`config.mk`:
```
export PLATFORM = sky130hd
export DESIGN_NAME = steel_machine_timer
export DESIGN_NICKNAME = d
export VERILOG_FILES = /design/src/rtl/steel_machine_timer_pkg.sv /design/src/rtl/steel_machine_timer_tick_prescaler.sv /design/src/rtl/steel_machine_timer.sv
export SDC_FILE = /design/constraint.sdc
export NUM_CORES = 1
export LEC_CHECK = 0
export CORE_MARGIN = 2
export CORE_UTILIZATION = 61
export CTS_BUF_LIST = sky130_fd_sc_hd__clkbuf_2 sky130_fd_sc_hd__clkbuf_4 sky130_fd_sc_hd__clkbuf_8
export CTS_CLUSTER_SIZE = 20
export DETAILED_ROUTE_END_ITERATION = 7
export PLACE_DENSITY = 0.89
export SETUP_SLACK_MARGIN = 0.2
export SYNTH_ARGS = -nofsm -noshare
export SYNTH_HDL_FRONTEND = slang
export SYNTH_SLANG_ARGS = --single-unit
```
`constraint.sdc`:
```
create_clock -name CLK -period 13.1 [get_ports CLK]
set_input_delay 2.62 -clock CLK [delete_from_list [all_inputs] [get_ports CLK]]
set_output_delay 2.62 -clock CLK [all_outputs]
set_load 0.02 [all_outputs]
```
`src/rtl/steel_machine_timer_pkg.sv`:
```
// Shared register offsets, reset constants and byte-lane helpers for the
// Steel machine timer.
package steel_machine_timer_pkg;

  typedef logic [63:0] mtime_t;

  localparam logic [2:0] MTIMER_MTIME_LO    = 3'd0;
  localparam logic [2:0] MTIMER_MTIME_HI    = 3'd1;
  localparam logic [2:0] MTIMER_MTIMECMP_LO = 3'd2;
  localparam logic [2:0] MTIMER_MTIMECMP_HI = 3'd3;
  localparam logic [2:0] MTIMER_MSIP        = 3'd4;

  localparam mtime_t MTIMER_CMP_RESET = 64'hFFFF_FFFF_FFFF_FFFF;

  // Lane i of the result comes from new_word when mask[i] is set, else from old_word.
  function automatic logic [31:0] byte_merge(input logic [31:0] old_word,
                                             input logic [31:0] new_word,
                                             input logic [3:0]  mask);
    logic [31:0] merged;
    merged = old_word;
    for (int i = 0; i < 4; i++) begin
      if (mask[i]) merged[8*i +: 8] = new_word[8*i +: 8];
    end
    return merged;
  endfunction

endpackage

```
`src/rtl/steel_machine_timer_tick_prescaler.sv`:
```
// Free-running divider: TICK is high for one cycle out of every TICK_DIV.
// TICK_DIV must lie in 1..65535; with 1 the tick is permanently asserted.
module tick_prescaler #(
  parameter int unsigned TICK_DIV = 1
) (
  input  logic CLK,
  input  logic RESET,
  output logic TICK
);

  localparam logic [15:0] LAST = 16'(TICK_DIV - 1);

  logic [15:0] cnt_q;
  logic [15:0] cnt_d;

  assign TICK = (cnt_q == LAST);

  always_comb begin
    cnt_d = TICK ? 16'd0 : cnt_q + 16'd1;
  end

  always_ff @(posedge CLK or posedge RESET) begin
    if (RESET) cnt_q <= 16'd0;
    else       cnt_q <= cnt_d;
  end

endmodule

```
`src/rtl/steel_machine_timer.sv`:
```
// Memory-mapped mtime/mtimecmp/msip block beside Steel Core's data port.
// Reads return one cycle after the address; writes are byte-masked.
module steel_machine_timer
  import steel_machine_timer_pkg::*;
#(
  parameter logic [31:0] BASE_ADDR = 32'h0001_0000,
  parameter int unsigned TICK_DIV  = 1
) (
  input  logic        CLK,
  input  logic        RESET,
  input  logic [31:0] ADDR,
  input  logic [31:0] WR_DATA,
  input  logic        WR_REQ,
  input  logic [3:0]  WR_MASK,
  output logic [31:0] RD_DATA,
  output logic [63:0] REAL_TIME,
  output logic        T_IRQ,
  output logic        S_IRQ
);

  mtime_t      mtime_q, mtime_d;
  mtime_t      mtimecmp_q, mtimecmp_d;
  logic        msip_q, msip_d;
  logic [31:0] rd_data_q, rd_data_d;
  logic        t_irq_q;

  logic        sel;
  logic [2:0]  off;
  logic        wr_en;
  logic        tick;
  logic [31:0] rd_word;
  logic        unused_addr_bits;

  assign sel   = (ADDR[31:5] == BASE_ADDR[31:5]);
  assign off   = ADDR[4:2];
  assign wr_en = sel & WR_REQ & (|WR_MASK);

  // Byte lane within a word carries no meaning for this word-only register file.
  assign unused_addr_bits = ^ADDR[1:0];

  tick_prescaler #(
    .TICK_DIV(TICK_DIV)
  ) u_prescaler (
    .CLK  (CLK),
    .RESET(RESET),
    .TICK (tick)
  );

  always_comb begin
    rd_word = 32'd0;
    case (off)
      MTIMER_MTIME_LO:    rd_word = mtime_q[31:0];
      MTIMER_MTIME_HI:    rd_word = mtime_q[63:32];
      MTIMER_MTIMECMP_LO: rd_word = mtimecmp_q[31:0];
      MTIMER_MTIMECMP_HI: rd_word = mtimecmp_q[63:32];
      MTIMER_MSIP:        rd_word = {31'd0, msip_q};
      default:            rd_word = 32'd0;
    endcase
    rd_data_d = sel ? rd_word : 32'd0;
  end

  // A software write to either mtime half wins over the tick for that cycle.
  always_comb begin
    mtime_d = mtime_q;
    if (wr_en && off == MTIMER_MTIME_LO) begin
      mtime_d[31:0] = byte_merge(mtime_q[31:0], WR_DATA, WR_MASK);
    end else if (wr_en && off == MTIMER_MTIME_HI) begin
      mtime_d[63:32] = byte_merge(mtime_q[63:32], WR_DATA, WR_MASK);
    end else if (tick) begin
      mtime_d = mtime_q + 64'd1;
    end
  end

  always_comb begin
    mtimecmp_d = mtimecmp_q;
    if (wr_en && off == MTIMER_MTIMECMP_LO) begin
      mtimecmp_d[31:0] = byte_merge(mtimecmp_q[31:0], WR_DATA, WR_MASK);
    end else if (wr_en && off == MTIMER_MTIMECMP_HI) begin
      mtimecmp_d[63:32] = byte_merge(mtimecmp_q[63:32], WR_DATA, WR_MASK);
    end
  end

  always_comb begin
    msip_d = msip_q;
    if (wr_en && off == MTIMER_MSIP && WR_MASK[0]) msip_d = WR_DATA[0];
  end

  always_ff @(posedge CLK or posedge RESET) begin
    if (RESET) begin
      mtime_q    <= 64'd0;
      mtimecmp_q <= MTIMER_CMP_RESET;
      msip_q     <= 1'b0;
      rd_data_q  <= 32'd0;
      t_irq_q    <= 1'b0;
    end else begin
      mtime_q    <= mtime_d;
      mtimecmp_q <= mtimecmp_d;
      msip_q     <= msip_d;
      rd_data_q  <= rd_data_d;
      t_irq_q    <= (mtime_q >= mtimecmp_q);
    end
  end

  assign RD_DATA   = rd_data_q;
  assign REAL_TIME = mtime_q;
  assign T_IRQ     = t_irq_q;
  assign S_IRQ     = msip_q;

endmodule

```
==> results.py, run 1 <==
metrics = {
    "synthesis": {
        "mappedNetlistArea_um2": 11100,
        "ys_types": 64,
        "post_synthesis_net_count": 1326,
        "post-synth-top-area-cell": "sky130_fd_sc_hd__dfrtp_1",
        "synth-edff-count": 0,
        "synth_seq_cells": 178,
        "synth_async_sr_flop_share_pct": 100,
        "syn_area_per_cell_um2": 9.37,
        "synth.top_cell.area_share_pct": 25.6,
        "synth.top_cells.by_count": "sky130_fd_sc_hd__a21oi_1 (151), sky130_fd_sc_hd__dfrtp_1 (114), sky130_fd_sc_hd__inv_1 (80), sky130_fd_sc_hd__o21ai_0 (70), sky130_fd_sc_hd__mux2_2 (68)",
        "synth_cells": 1188,
        "synth_warnings": 0,
        "synth_sequential_area_ratio_pct": 40.7,
        "synth.area.top_cells": "sky130_fd_sc_hd__dfrtp_1 (26%), sky130_fd_sc_hd__dfstp_2 (15%), sky130_fd_sc_hd__ha_1 (7.5%)",
        "synth.most_common_cell": "sky130_fd_sc_hd__a21oi_1",
        "synth_top_flop_cell": "sky130_fd_sc_hd__dfrtp_1",
    },
    "routing": {
        "first_pass_iters": 8,
        "post_drt_wl_per_cell_um": 21.8,
        "drt_first_iter_violations": 1663,
        "final_antenna_net_count": 0,
        "drc_errors": 2,
        "routed_via_density": 6.88,
        "route.final.wire_length_mm": 33.8,
        "dr_total_vias": 10698,
    },
    "cts": {
        "max-clock-path-buffers": 2,
        "cts_tree": "yes",
        "cts.repair.resized": 0,
        "postCtsSetupRepairBufs": 0,
        "clock_sinks": 178,
        "h_tree_depth": 4,
        "cts_made_buffers": 17,
        "worst_setup_hold_path_clk_slew_ns": 0.09,
        "clk-insertion-delay-late_ns": 0.47,
        "cts.root.buffer_cell": "sky130_fd_sc_hd__clkbuf_8",
        "post_cts_hold_buffer_count": 0,
    },
    "worst_setup_path": {
        "critPathMaxStageDelay_ns": 0.94,
        "worstPathArrival_ns": 6.56,
        "crit_type": "in -> reg",
        "cp-startpoint": "ADDR[2]",
        "worst_setup_path_start_kind": "primary input",
        "critPathRequiredTime_ns": 13.45,
        "cp_max_fo": 76,
        "setup.worst_path.end_class": "register",
        "crit_path_top_delay_cell": "sky130_fd_sc_hd__nand4_4",
        "path_cells": "clkdlybuf4s50_1 -> nor2b_1 -> nor2b_2 -> buf_4 -> nand4_4 -> o21ai_2 -> mux2i_1 -> o211ai_1",
        "crit-reg2reg-launch": "REAL_TIME[4]$_DFFE_PP0P_",
    },
    "sta": {
        "fin_tns_setup_ns": 0,
        "period_share_pct": 47.4,
        "timing.final.ws_setup_ns": 6.89,
        "setup_repair_after_global_routing_missed_its_margin": "false",
        "fin_crit_ns": 6.21,
        "max_clock_freq_ghz": 0.161,
        "clock-skew-final_ns": 0.0131,
        "timing_max_transition_violations_final": 0,
        "report.final.hold_viol_count": 0,
        "tightestPinTransition_ns": 1.21,
        "setup_viol": 0,
        "max_slew_margin_pct": 19.4,
    },
    "pwr": {
        "cellLeakagePower_nw": 5.36,
        "combPwrFrac_pct": 5.2,
        "sequentialPowerShare_pct": 52.9,
        "maximum_vdd_ir_drop_v": 0.0000738,
        "internal_power_w": 0.000801,
        "power-per-cell-area_nw_per_um2": 78.1,
        "total_switching_power_w": 0.000239,
        "p_sw_share_pct": 23.0,
        "final_total_power_w": 0.00104,
        "p_clk_share_pct": 41.9,
    },
    "floorplanning": {
        "initial_utilization_pct": 62.0,
        "die_w_um": 139,
        "die_height_um": 139,
        "fp-row-count": 49,
        "boundaryPins": 169,
        "design.die.area_um2": 19400,
        "core_um2": 18000,
    },
    "global_routing": {
        "grt_first_pass_wirelength_mm": 54.1,
        "gr-max-usage-layer": "met2",
        "use_met3_pct": 7.46,
        "grt_use_met1_pct": 46.6,
        "track_usage_pct": 34.7,
        "grtUsageMet2_pct": 55.5,
        "overflow": 0,
        "antenna_found_initial": 0,
        "grt_max_degree": 99,
        "grt_pass1_vias": 10298,
    },
    "layout": {
        "final_net_count": 1450,
        "flow.area_growth_from_synthesis_pct": 19.7,
        "num_antenna_cells": 0,
        "layout.core_utilization_pct": 74.2,
        "final_layout_size_suffix_gt1_share_pct": 15.2,
    },
    "min_path": {
        "start_point_of_the_worst_min_delay_path": "u_prescaler.cnt_q[15]$_DFF_PP0_",
        "worstHoldPathType": "reg -> reg",
    },
    "place": {
        "half_perimeter_wire_length_after_placement_mm": 23.0,
        "placement.setup.worst_slack_ns": 6.66,
        "io_buffer_count": 166,
        "globalplace.congestion": 0.909,
    },
    "status": {
        "result_of_the_run": "finished, violations left",
        "violations": "design-rule violations",
    },
    "run": {
        "cap_viol_max_count": 0,
    },
}
[layer usage]
layer	routed length [µm]	vias to the layer above
met5	0	-
met2	15900	777
li1	-	4704
met4	1180	0
met1	13200	5089
met3	3580	128
[cell usage in the layout (no fill, tap or decap), types with 22 or more instances in the layout]
cell | synthesis | layout
sky130_fd_sc_hd__o21ai_0 | 70 | 70
sky130_fd_sc_hd__clkdlybuf4s50_1 | 0 | 166
sky130_fd_sc_hd__a22oi_1 | 65 | 65
sky130_fd_sc_hd__nand2_1 | 66 | 66
sky130_fd_sc_hd__inv_1 | 80 | 79
sky130_fd_sc_hd__a21oi_1 | 151 | 151
sky130_fd_sc_hd__nor3_1 | 22 | 22
sky130_fd_sc_hd__nor2_1 | 36 | 36
sky130_fd_sc_hd__nand3_1 | 51 | 50
sky130_fd_sc_hd__dfrtp_1 | 114 | 114
sky130_fd_sc_hd__nand4_1 | 32 | 32
sky130_fd_sc_hd__dfstp_2 | 64 | 64
sky130_fd_sc_hd__mux2_2 | 68 | 68
sky130_fd_sc_hd__ha_1 | 67 | 67
[final timing paths]
check / to / slack [ns] / depth (start not counted)
max: REAL_TIME[63]$_DFFE_PP0P_ / 6.89 / 8
min: u_prescaler.cnt_q[15]$_DFF_PP0_ / 0.51 / 1
max reg2reg: REAL_TIME[55]$_DFFE_PP0P_ / 9.75 / 6
min reg2reg: u_prescaler.cnt_q[15]$_DFF_PP0_ / 0.51 / 1
max in group asynchronous: RD_DATA[29]$_DFF_PP0_ / 8.80 / 3
min in group asynchronous: RD_DATA[13]$_DFF_PP0_ / 2.71 / 2
[cells by family after synthesis]
| kind of cell | share of synthesized area [%] |
|---|---|
| XOR/XNOR | 1.10 |
| AND/OR/NAND/NOR | 15.8 |
| multiplexers | 7.54 |
| flip-flops | 40.7 |
| buffers and inverters | 5.45 |
| adder cells (fa/ha/maj) | 7.53 |
| AO/OA/AOI/OAI | 21.8 |
[state kept, by name, indices dropped and copies added (netlist names)]
| name | count |
|---|---|
| mtimecmp_q | 64 |
| RD_DATA | 32 |
| REAL_TIME | 64 |
| u_prescaler.cnt_q | 16 |
| T_IRQ | 1 |
| S_IRQ | 1 |
[cell type report]
type / instances / area [µm²]
inverters: 80 / 305
flip-flops and latches: 178 / 4530
repair buffers: 173 / 1710
well taps: 229 / 287
clock buffers: 23 / 298
fillers: 1263 / 4640
multi-input cells: 862 / 6030
clock inverters: 9 / 155
[stage by stage]
step | instances | hold WS, ns | cell area (µm²)
after floorplan | 1188 | 0.447 | 11100
after global placement | 1522 | 0.478 | 12900
after detailed placement | 1522 | 0.484 | 12900
after CTS | 1554 | 0.502 | 13300
after global routing | 1554 | 0.525 | 13300
final | 1554 | 0.506 | 13300
[power groups by stage]
stage	sequential, W	combinational (W)	clock (W)
5_1_grt	0.000550	0.0000585	0.000456
4_1_cts	0.000550	0.0000540	0.000436
3_5_place_dp	0.000560	0.0000538	0
3_3_place_gp	0.000560	0.0000534	0
6_report	0.000550	0.0000545	0.000436
2_1_floorplan	0.000560	0.0000184	0
[worst max-delay path, delay by kind of cell]
family                 cells  cell delay, ns
buffers and inverters      2            1.09
multiplexers               1            0.31
AO/OA/AOI/OAI              2            1.05
AND/OR/NAND/NOR            3            1.44
Power figures use the tool's default switching activity.
==> run 2: changes to the inputs <==
--- a/config.mk
+++ b/config.mk
@@ -6,11 +6,11 @@
 export NUM_CORES = 1
 export LEC_CHECK = 0
 export CORE_MARGIN = 2
-export CORE_UTILIZATION = 61
+export CORE_UTILIZATION = 57
 export CTS_BUF_LIST = sky130_fd_sc_hd__clkbuf_2 sky130_fd_sc_hd__clkbuf_4 sky130_fd_sc_hd__clkbuf_8
 export CTS_CLUSTER_SIZE = 20
 export DETAILED_ROUTE_END_ITERATION = 7
-export PLACE_DENSITY = 0.89
+export PLACE_DENSITY = 0.84
 export SETUP_SLACK_MARGIN = 0.2
 export SYNTH_ARGS = -nofsm -noshare
 export SYNTH_HDL_FRONTEND = slang
==> constraint.sdc (replaced) <==
create_clock -name CLK -period 6.5 [get_ports CLK]
set_input_delay 1.3 -clock CLK [delete_from_list [all_inputs] [get_ports CLK]]
set_output_delay 1.3 -clock CLK [all_outputs]
set_load 0.02 [all_outputs]
==> run 2 against run 1 <==
  * The flow now finishes without violations
  * Total power rose by 93%
  * Final cell count rose by 2.4%
  * Clock-buffer cell count fell by 3
  * Cell area barely moved
  * Clock power rose by 81%
  * Critical endpoint is now REAL_TIME[26]$_DFFE_PP0P_
==> results.py, run 2 (synthesized netlist as in run 1, its figures left out) <==
metrics = {
    "status": {
        "result_of_the_run": "completed",
    },
    "cts": {
        "clock_sinks": 178,
        "h_tree_depth": 4,
        "cts.root.buffer_cell": "sky130_fd_sc_hd__clkbuf_8",
        "post_cts_hold_buffer_count": 0,
        "cts.repair.resized": 0,
        "clk-insertion-delay-late_ns": 0.48,
        "cts_made_buffers": 17,
        "cts_tree": "yes",
        "max-clock-path-buffers": 2,
        "postCtsSetupRepairBufs": 0,
        "worst_setup_hold_path_clk_slew_ns": 0.10,
    },
    "worst_setup_path": {
        "critPathBufInv": 1,
        "critPathMaxStageDelay_ns": 0.87,
        "worst_setup_path_start_kind": "primary input",
        "path_cells": "clkdlybuf4s50_1 -> nor3_4 -> nand4_2 -> o21ai_2 -> o21ai_0 -> a22oi_1",
        "crit_path_top_delay_cell": "sky130_fd_sc_hd__nor3_4",
        "crit_type": "in -> reg",
        "setup.worst_path.end_class": "register",
        "cp_max_fo": 36,
        "critPathRequiredTime_ns": 6.88,
        "worst_path_dominant_cell_family": "simple AND/OR/NAND/NOR gates",
        "worstPathArrival_ns": 4.91,
    },
    "global_routing": {
        "grt_pass1_vias": 10117,
        "grt_first_pass_wirelength_mm": 53.4,
        "track_usage_pct": 32.9,
        "overflow": 0,
        "antenna_found_initial": 0,
        "grt_max_degree": 107,
    },
    "pwr": {
        "maximum_vdd_ir_drop_v": 0.000116,
        "cellLeakagePower_nw": 5.33,
        "power-per-cell-area_nw_per_um2": 151,
    },
    "sta": {
        "period_share_pct": 69.7,
        "max_slew_margin_pct": 22.1,
        "setup_repair_after_global_routing_missed_its_margin": "false",
        "fin_tns_setup_ns": 0,
        "fin_crit_ns": 4.53,
        "timing_max_transition_violations_final": 0,
        "report.final.hold_viol_count": 0,
        "tightestPinTransition_ns": 1.17,
        "max_clock_freq_ghz": 0.221,
        "setup_viol": 0,
        "clock-skew-final_ns": 0.0127,
    },
    "place": {
        "io_buffer_count": 166,
        "half_perimeter_wire_length_after_placement_mm": 23.1,
        "globalplace.congestion": 0.911,
        "dp.cells": 1559,
        "placed_cell_area_um2": 12900,
    },
    "routing": {
        "detailroute.wirelength.met2_mm": 15.4,
        "route.final.wire_length_mm": 33.4,
        "dr_total_vias": 10618,
        "final_antenna_net_count": 0,
        "topRoutingLayerUsed": "met4",
        "route.met3.wl_mm": 3.60,
        "drt_first_iter_violations": 1496,
        "drt-met1-wl_mm": 13.1,
        "routed_via_density": 6.67,
        "first_pass_iters": 6,
        "post_drt_wl_per_cell_um": 21.0,
        "drc_errors": 0,
    },
    "floorplanning": {
        "boundaryPins": 169,
        "core_um2": 19300,
        "design.die.area_um2": 20700,
        "initial_utilization_pct": 57.6,
        "fp-row-count": 51,
        "die_height_um": 144,
        "die_w_um": 144,
    },
    "min_path": {
        "worstHoldPathType": "reg -> reg",
    },
    "layout": {
        "final_layout_size_suffix_gt1_share_pct": 15.3,
        "num_antenna_cells": 0,
        "layout_commonest_cell": "sky130_fd_sc_hd__clkdlybuf4s50_1",
        "post_layout_nonfiller_instances": 1591,
        "flow.area_growth_from_synthesis_pct": 19.8,
        "layout.core_utilization_pct": 69.0,
        "final_net_count": 1451,
        "layout.filler_cells": 1488,
        "layout.area.seq_um2": 4530,
        "multiInputGateArea_um2": 6030,
        "final_cell_area_um2": 13300,
        "layout.cells.most_common_list": "sky130_fd_sc_hd__clkdlybuf4s50_1 (166), sky130_fd_sc_hd__a21oi_1 (151), sky130_fd_sc_hd__dfrtp_1 (114)",
    },
    "run": {
        "cap_viol_max_count": 0,
    },
}
[run 2: changes by cell type in the layout (fill, tap and decap cells not counted)]
| cell | previous run | this run |
|---|---|---|
| sky130_fd_sc_hd__inv_6 | 1 | 4 |
| sky130_fd_sc_hd__clkbuf_8 | 20 | 18 |
| sky130_fd_sc_hd__clkinv_2 | 2 | 3 |
| sky130_fd_sc_hd__clkbuf_4 | 3 | 2 |
| sky130_fd_sc_hd__bufinv_16 | 4 | 2 |
| sky130_fd_sc_hd__clkinv_4 | 2 | 1 |
| sky130_fd_sc_hd__buf_12 | 0 | 1 |
| sky130_fd_sc_hd__clkinvlp_4 | 1 | 3 |
[run 2: power by group]
part,internal [W],leakage (nW),switching [W]
logic,0.0000444,2.91,0.0000671
registers,0.00111,2.22,0.00000000783
clock network,0.000362,0.197,0.000428
total,0.00152,5.33,0.000496
[run 2: worst paths after layout]
path                                            startpoint                         endpoint  slack [ns]  cells past startpoint
min reg2reg                u_prescaler.cnt_q[15]$_DFF_PP0_  u_prescaler.cnt_q[15]$_DFF_PP0_        0.49                      1
max in group asynchronous                            RESET        REAL_TIME[26]$_DFFE_PP0P_        4.16                      3
min in group asynchronous                            RESET        REAL_TIME[11]$_DFFE_PP0P_        1.33                      2
min                        u_prescaler.cnt_q[15]$_DFF_PP0_  u_prescaler.cnt_q[15]$_DFF_PP0_        0.49                      1
max reg2reg                       REAL_TIME[8]$_DFFE_PP0P_        REAL_TIME[57]$_DFFE_PP0P_        3.16                      6
max                                                ADDR[3]        REAL_TIME[26]$_DFFE_PP0P_        1.97                      6
[run 2: through the flow]
step                worst slack (ns)  hold WS, ns  power (W)
floorplan                      0.476        0.447    0.00117
global placement                1.71        0.469    0.00124
detailed placement              1.54        0.467    0.00124
CTS                             2.04        0.489    0.00202
global route                    1.65        0.526    0.00207
finish                          1.97        0.487    0.00201
[run 2: layout make-up]
type                    instances  share of cell area [%]
multi-input cells             862                    45.3
clock inverters                12                   0.995
well taps                     265                    2.49
flip-flops and latches        178                    34.0
repair buffers                174                    13.0
clock buffers                  20                    1.97
inverters                      80                    2.29
[run 2: layer usage]
metal | GRT usage [%] | up-vias
li1 | - | 4704
met1 | 44.7 | 5038
met2 | 51.4 | 734
met3 | 6.86 | 142
met4 | 13.8 | 0
met5 | 0 | -
==> run 3: changes to the inputs <==
--- a/config.mk
+++ b/config.mk
@@ -6,11 +6,11 @@
 export NUM_CORES = 1
 export LEC_CHECK = 0
 export CORE_MARGIN = 2
-export CORE_UTILIZATION = 57
+export CORE_UTILIZATION = 51
 export CTS_BUF_LIST = sky130_fd_sc_hd__clkbuf_2 sky130_fd_sc_hd__clkbuf_4 sky130_fd_sc_hd__clkbuf_8
 export CTS_CLUSTER_SIZE = 20
 export DETAILED_ROUTE_END_ITERATION = 7
-export PLACE_DENSITY = 0.84
+export PLACE_DENSITY = 0.79
 export SETUP_SLACK_MARGIN = 0.2
 export SYNTH_ARGS = -nofsm -noshare
 export SYNTH_HDL_FRONTEND = slang
==> constraint.sdc (replaced) <==
create_clock -name CLK -period 4.1 [get_ports CLK]
set_input_delay 0.82 -clock CLK [delete_from_list [all_inputs] [get_ports CLK]]
set_output_delay 0.82 -clock CLK [all_outputs]
set_load 0.02 [all_outputs]
==> run 3 against run 2 <==
  * Non-clock buffer count up 15
  * Via count decreased by 1.0%
  * Clock power grew 57%
  * Sequential power grew 59%
  * Die area increased by 11%
  * Worst hold slack better by 0.012 ns
  * Combinational power is 61% higher
  * Register-to-register slack worse by 2.1 ns
  * Clock skew rose by 0.00091 ns
  * Cell area is 1.1% higher
  * Wire length increased by 0.90%
  * Global-route usage is 3.2 points lower
==> results.py, run 3 (synthesized netlist as in run 1, its figures left out) <==
metrics = {
    "status": {
        "result_of_the_run": "completed",
    },
    "floorplanning": {
        "fp-row-count": 54,
        "core_um2": 21600,
        "die_w_um": 152,
        "initial_utilization_pct": 51.5,
        "design.die.area_um2": 23000,
        "die_height_um": 152,
        "boundaryPins": 169,
    },
    "worst_setup_path": {
        "worst_setup_path_start_kind": "primary input",
        "critPathRequiredTime_ns": 4.50,
        "crit_type": "in -> reg",
        "worstPathArrival_ns": 3.75,
        "setup.worst_path.end_class": "register",
        "cp_max_fo": 34,
    },
    "routing": {
        "routed_via_density": 6.48,
        "first_pass_iters": 6,
        "final_antenna_net_count": 0,
        "drt_first_iter_violations": 1033,
        "route.final.wire_length_mm": 33.7,
        "drc_errors": 0,
        "post_drt_wl_per_cell_um": 20.8,
        "dr_total_vias": 10509,
    },
    "sta": {
        "report.final.hold_viol_count": 0,
        "timing_max_transition_violations_final": 0,
        "setup_viol": 0,
        "tightestPinTransition_ns": 1.13,
        "clock-skew-final_ns": 0.0136,
        "max_slew_margin_pct": 23.7,
        "setup_repair_after_global_routing_missed_its_margin": "false",
        "period_share_pct": 81.5,
        "fin_tns_setup_ns": 0,
        "max_clock_freq_ghz": 0.299,
        "fin_crit_ns": 3.34,
    },
    "cts": {
        "max-clock-path-buffers": 2,
        "clk-insertion-delay-late_ns": 0.50,
        "post_cts_hold_buffer_count": 0,
        "postCtsSetupRepairBufs": 0,
        "cts.root.buffer_cell": "sky130_fd_sc_hd__clkbuf_8",
        "cts_made_buffers": 17,
        "clock_sinks": 178,
        "cts_tree": "yes",
        "worst_setup_hold_path_clk_slew_ns": 0.11,
        "cts.repair.resized": 0,
        "h_tree_depth": 4,
    },
    "place": {
        "globalplace.congestion": 0.899,
        "half_perimeter_wire_length_after_placement_mm": 23.8,
        "io_buffer_count": 166,
        "dp.cells": 1589,
    },
    "run": {
        "cap_viol_max_count": 0,
    },
    "global_routing": {
        "overflow": 0,
        "track_usage_pct": 29.7,
        "grt_first_pass_wirelength_mm": 53.3,
        "grt_max_degree": 179,
        "grt_pass1_vias": 9964,
        "antenna_found_initial": 0,
    },
    "layout": {
        "layout_commonest_cell": "sky130_fd_sc_hd__clkdlybuf4s50_1",
        "flow.area_growth_from_synthesis_pct": 21.1,
        "layout.cells.most_common_list": "sky130_fd_sc_hd__clkdlybuf4s50_1 (166), sky130_fd_sc_hd__a21oi_1 (151), sky130_fd_sc_hd__dfrtp_1 (114)",
        "post_layout_nonfiller_instances": 1621,
        "final_layout_size_suffix_gt1_share_pct": 16.1,
        "num_antenna_cells": 0,
        "final_net_count": 1466,
    },
    "pwr": {
        "power-per-cell-area_nw_per_um2": 236,
        "maximum_vdd_ir_drop_v": 0.000197,
        "cellLeakagePower_nw": 5.40,
    },
    "min_path": {
        "worstHoldPathType": "reg -> reg",
    },
}
[run 3: critical path, stage by stage]
cell,delay [ns]
sky130_fd_sc_hd__clkdlybuf4s50_1,0.58
sky130_fd_sc_hd__nor3_4,0.27
sky130_fd_sc_hd__buf_4,0.46
sky130_fd_sc_hd__nand4_2,0.50
sky130_fd_sc_hd__o21ai_2,0.70
sky130_fd_sc_hd__o21ai_0,0.18
sky130_fd_sc_hd__a22oi_1,0.22
[run 3: power breakdown]
part | leakage [nW] | switching (W) | total, W | internal (W)
sequential | 2.22 | 0.0000000128 | 0.00176 | 0.00176
combinational | 2.99 | 0.000107 | 0.000179 | 0.0000729
clock | 0.192 | 0.000725 | 0.00124 | 0.000516
[run 3: layer usage]
layer / GRT usage, % / wire [µm]
met1: 41.1 / 13900
met2: 47.0 / 15800
met3: 6.05 / 3240
met4: 9.63 / 760
met5: 0 / 0
[run 3: path summary, 6_finish.rpt]
| path | end | start | slack, ns | cells past startpoint |
|---|---|---|---|---|
| worst max-delay path | REAL_TIME[26]$_DFFE_PP0P_ | ADDR[3] | 0.76 | 7 |
| worst min-delay path | u_prescaler.cnt_q[15]$_DFF_PP0_ | u_prescaler.cnt_q[15]$_DFF_PP0_ | 0.50 | 1 |
| worst max register to register | REAL_TIME[57]$_DFFE_PP0P_ | REAL_TIME[8]$_DFFE_PP0P_ | 1.09 | 6 |
| worst min register to register | u_prescaler.cnt_q[15]$_DFF_PP0_ | u_prescaler.cnt_q[15]$_DFF_PP0_ | 0.50 | 1 |
| max in group asynchronous | S_IRQ$_DFFE_PP0P_ | RESET | 2.40 | 3 |
| min in group asynchronous | RD_DATA[12]$_DFF_PP0_ | RESET | 0.85 | 3 |
[run 3: through the flow]
stage,setup WS (ns),util (%),instance area (µm²),total power [W],hold slack [ns]
final,0.756,62.3,13500,0.00318,0.499
after global routing,0.601,62.3,13500,0.00327,0.530
after CTS,0.846,62.3,13500,0.00319,0.502
after detailed placement,0.345,60.5,13100,0.00197,0.480
after global placement,0.450,60.5,13100,0.00197,0.472
after floorplan,1.05,-,11100,0.00185,0.447
[run 3: cell type report]
class / instances / area [µm²]
Fill cell: 1833 / 8140
Multi-Input combinational cell: 862 / 6030
Sequential cell: 178 / 4530
Timing Repair Buffer: 189 / 1870
Tap cell: 280 / 350
Inverter: 80 / 304
Clock buffer: 18 / 248
Clock inverter: 14 / 144
